$ cat config.mk
export PLATFORM = sky130hd
export DESIGN_NAME = univ_shift_reg
export DESIGN_NICKNAME = d
export VERILOG_FILES = /design/src/rtl/univ_shift_reg.sv
export SDC_FILE = /design/constraint.sdc
export NUM_CORES = 1
export LEC_CHECK = 0
export CORE_ASPECT_RATIO = 0.9
export CORE_MARGIN = 3
export CORE_UTILIZATION = 40
export DETAILED_ROUTE_END_ITERATION = 10
export HOLD_SLACK_MARGIN = 0.1
export PLACE_DENSITY_LB_ADDON = 0.25
export SYNTH_ARGS = -nofsm -noshare
export SYNTH_HDL_FRONTEND = slang
export SYNTH_SLANG_ARGS = --single-unit
export TNS_END_PERCENT = 5
$ cat constraint.sdc
create_clock -name clk -period 1.25 [get_ports clk]
set_clock_uncertainty 0.1 [all_clocks]
set_input_delay 0.25 -clock clk [delete_from_list [all_inputs] [get_ports clk]]
set_output_delay 0.25 -clock clk [all_outputs]
set_load 0.1 [all_outputs]
$ cat src/rtl/univ_shift_reg.sv
// Universal WIDTH-bit register: load, shifts, rotates and serial I/O.
// Includes clear/preset overrides, a saturating shift counter and a sticky illegal-mode flag.
module univ_shift_reg #(
    parameter int              WIDTH      = 8,
    parameter logic [WIDTH-1:0] PRESET_VAL = '1,
    localparam int             CNT_W      = $clog2(WIDTH + 1)
) (
    input  logic             clk,
    input  logic             rst,
    input  logic             en,
    input  logic             clr_bar,
    input  logic             preset_bar,
    input  logic [2:0]       mode,
    input  logic [WIDTH-1:0] d,
    input  logic             ser_in_l,
    input  logic             ser_in_r,
    output logic [WIDTH-1:0] q,
    output logic             ser_out_l,
    output logic             ser_out_r,
    output logic [CNT_W-1:0] shift_cnt,
    output logic             drained,
    output logic             illegal
);

    localparam logic [CNT_W-1:0] CNT_MAX = CNT_W'(WIDTH);

    logic [CNT_W-1:0] cnt_inc;

    // Counter parks at WIDTH so a drained word stays drained.
    assign cnt_inc   = (shift_cnt == CNT_MAX) ? shift_cnt : shift_cnt + 1'b1;
    assign ser_out_l = q[WIDTH-1];
    assign ser_out_r = q[0];
    assign drained   = (shift_cnt == CNT_MAX);

    always_ff @(posedge clk) begin
        if (rst) begin
            q         <= '0;
            shift_cnt <= '0;
            illegal   <= 1'b0;
        end else if (!clr_bar) begin
            q         <= '0;
            shift_cnt <= '0;
        end else if (!preset_bar) begin
            q         <= PRESET_VAL;
            shift_cnt <= '0;
        end else if (en) begin
            unique case (mode)
                3'b000: ;
                3'b001: begin
                    q         <= d;
                    shift_cnt <= '0;
                    illegal   <= 1'b0;
                end
                3'b010: begin
                    q         <= {q[WIDTH-2:0], ser_in_l};
                    shift_cnt <= cnt_inc;
                end
                3'b011: begin
                    q         <= {ser_in_r, q[WIDTH-1:1]};
                    shift_cnt <= cnt_inc;
                end
                3'b100: begin
                    q         <= {q[WIDTH-2:0], q[WIDTH-1]};
                    shift_cnt <= cnt_inc;
                end
                3'b101: begin
                    q         <= {q[0], q[WIDTH-1:1]};
                    shift_cnt <= cnt_inc;
                end
                3'b110: begin
                    q         <= {q[WIDTH-1], q[WIDTH-1:1]};
                    shift_cnt <= cnt_inc;
                end
                3'b111: illegal <= 1'b1;
            endcase
        end
    end

endmodule

==> metrics.md <==
| Metric | Value |
|---|---|
| Clock sink count | `13` |
| Clk slew on worst S/H paths | `0.09 ns` |
| Status | `finished with violations` |
| RR Startpoint | `shift_cnt[1]$_SDFFE_PP0P_` |
| Die width | `58.90 um` |
| Post-synthesis average cell area | `7.689 um2` |
| Leak | `0.7986 nW` |
| DR DRC count | `0` |
| Setup violators final | `20` |
| Min-delay worst type | `input port to flop` |
| Seq cells post-synth | `13` |
| Core area | `2282 um2` |
| Peak supply drop | `0.7311 mV` |
| CTS H-Tree Depth | `1` |
| Area of the die | `3157 um2` |
| GR Util All Layers | `0.2433` |
| Share of cells above drive strength 1 | `0.5440` |
| Critical path launch point type | `flop` |
| Hold EP | `q[6]$_SDFFE_PP0P_` |
| Failing checks | `setup timing` |
| Clock Path Buffers | `2` |
| Switching fraction of total power | `0.3931` |
| CTS root buf | `clkbuf_4` |
| Pin count of the biggest net entering global routing | `13` |
| Pint | `0.0008454 W` |
| Routed wire length | `4156 um` |
| Setup slack, reg-to-reg | `-0.21 ns` |
| Worst-path fanout max | `2` |
| Synthesis Warnings | `0` |
| Fmax | `605.7 MHz` |
| Crit end category | `output pin` |
| Antenna Nets Post-Route | `0` |
| CTS tree | `built` |
| Rows | `16` |
| CP arrival | `1.30 ns` |
| CTS Hold Bufs | `0` |
| Chip height | `53.61 um` |
| Metal2 WL | `2085 um` |
| Initial Util | `0.4413` |
| Routed met1 length | `1661 um` |
| Synth cell types | `36` |
| First-pass GRT wire length | `5678 um` |
| Seq pwr share | `0.317` |
| Power share of the clock group | `0.201` |
| Placer congestion estimate | `0.8521` |
| Mapped Cells | `131` |
| Via/cell ratio | `5.923` |
| Switch Pwr | `0.0005475 W` |
| Fin. Hold Viols | `0` |
| Least-Margin Pin Slew | `0.4043 ns` |
| Design Power | `0.001393 W` |
| Max_cap viols | `0` |
| Top layer in use | `met4` |
| Total gr overflow | `0` |
| Unrepaired setup endpoints after global routing | `yes` |
| PD cells | `708.1 nW/um2` |
| Port bufs | `33` |
| Hold Path Depth | `3` |
| Total clock buffers created by CTS | `3` |
| Antenna violations before repair | `0` |
| Post-Syn Area | `1007 um2` |
| Met3 WL | `281 um` |
| Worst reg-to-reg path cell count | `8` |
| Async SR Flop Fraction | `0` |
| HP Start | `preset_bar` |
| Crit share post-route | `1.321` |
| DP Worst Slack | `-0.7652 ns` |
| Most common cell after layout, fill and taps aside | `buf_4` |
| Reg2reg end | `shift_cnt[2]$_SDFFE_PP0P_` |
| Comb power frac | `0.482` |
| Clk_lat worst skew | `0.28 ns` |
| Most frequent cells in the layout | `buf_4, buf_12, a21oi_1, buf_6` |
| I/O Pins | `34` |
| Sequential fraction of the synthesis area | `0.2584` |
| Post-Syn Nets | `151` |
| Number of flops mapped to enable cells by yosys | `0` |
| Crit path time final | `1.651 ns` |
| Area growth syn-to-layout | `95.28%` |
| CP Class | `flop to output pin` |
| Slowest cell on the critical path | `dfxtp_4` |
| Slew Limit Fails | `0` |
| Vias | `1303` |
| Initial DRC Count | `62` |
| Fin nets | `214` |
| CP max stage delay | `0.36 ns` |
| DR pass1 iterations | `4` |
| Number of diodes | `0` |
| Max_slew headroom | `0.7280` |
| Worst path cell trace | `inv_2, ha_4, nand3b_1, clkinvlp_4, buf_12` |
| Final worst slack | `-0.4010 ns` |
| Wire per inst | `18.89 um` |
| Number of global-route vias before repair | `1213` |
| Synth Flop Type | `dfxtp_1` |
| Required time worst endpoint | `0.90 ns` |
| Hpwl dp | `2536 um` |
[layout make-up]
class	instances	area [um2]
timing repair buffer	71	827.0
multi-input combinational	98	758.2
fill	120	315.3
sequential	13	289.0
tap	27	33.78
inverter	7	32.53
clock buffer	4	26.28
[kinds of logic (layout without fill, tap and decap cells)]
family,count (synthesis),after routing,synth area share
buffers and inverters,20,82,0.1317
AND/OR/NAND/NOR,47,47,0.2596
adder cells (fa/ha/maj),2,2,0.02484
XOR/XNOR,4,4,0.04225
AO/OA/AOI/OAI,42,42,0.2522
flip-flops,13,13,0.2584
multiplexers,3,3,0.03106
[through the flow]
step                hold WS (ns)  instances  TNS [ns]  area [um2]  utilization
detailed placement        0.4202        211    -8.901        1712       0.7500
global placement          0.3937        211    -8.212        1712       0.7500
finish                    0.3250        220    -1.966        1967       0.8618
CTS                       0.3887        216    -4.332        1800       0.7889
global route              0.3245        220    -2.883        1967       0.8618
floorplan                 0.2191        131    -3.867        1046            -
[metal layers]
metal,GRT usage,vias up
met4,0.1208,0
met1,0.2918,619
met2,0.4081,75
met3,0.05755,14
met5,0,-
li1,-,595
[power groups by stage]
stage	combinational [W]	clock, W	sequential [W]
3_3_place_gp	0.000562	0	0.000451
3_5_place_dp	0.000572	0	0.000451
6_report	0.000671	0.000280	0.000441
2_1_floorplan	0.000213	0	0.000575
5_1_grt	0.000700	0.000304	0.000443
4_1_cts	0.000588	0.000295	0.000445
[worst max-delay path: cells and delay by family, from the launching register on]
kind	cells	cell delay, ns
DFF	1	0.36
adders and majority gates	1	0.15
buffers and inverters	3	0.34
and+or+nand+nor	1	0.15
[what timing repair did]
action                     4_1_cts  5_1_grt
setup endpoints to repair       28       28
pin swaps                        1       14
buffers inserted                 1        4
resized for setup               18       45
[Yosys cell counts (2+ instances only)]
| library cell | n | share of area |
|---|---|---|
| or3_1 | 2 | 0.012 |
| mux2i_1 | 2 | 0.020 |
| a21oi_1 | 16 | 0.080 |
| inv_1 | 7 | 0.026 |
| xor2_1 | 2 | 0.017 |
| nand3_1 | 4 | 0.020 |
| nor3_1 | 4 | 0.020 |
| o21ai_0 | 10 | 0.050 |
| nor2_1 | 8 | 0.030 |
| a31oi_1 | 3 | 0.019 |
| a211oi_1 | 8 | 0.060 |
| nor2b_1 | 7 | 0.043 |
| buf_6 | 5 | 0.056 |
| ha_1 | 2 | 0.025 |
| nand2_1 | 10 | 0.037 |
| nor4_1 | 3 | 0.019 |
| dfxtp_1 | 13 | 0.26 |
| buf_4 | 5 | 0.037 |
| nand4_1 | 2 | 0.012 |
| nand3b_1 | 2 | 0.015 |
[worst max-delay path by stage]
stage	start	to	slack, ns
2_1_floorplan	shift_cnt[1]$_SDFFE_PP0P_	drained	-0.51
3_3_place_gp	mode[1]	q[7]$_SDFFE_PP0P_	-0.73
3_5_place_dp	mode[1]	shift_cnt[2]$_SDFFE_PP0P_	-0.77
4_1_cts	shift_cnt[0]$_SDFFE_PP0P_	drained	-0.38
5_1_grt	shift_cnt[1]$_SDFFE_PP0P_	drained	-0.43
6_report	shift_cnt[1]$_SDFFE_PP0P_	drained	-0.40
[flip-flops by register name, indices dropped and copies added, names as in the netlist]
| signal | flops |
|---|---|
| illegal | 1 |
| q | 8 |
| shift_cnt | 4 |
No activity file was read; power rests on OpenSTA's default activity.
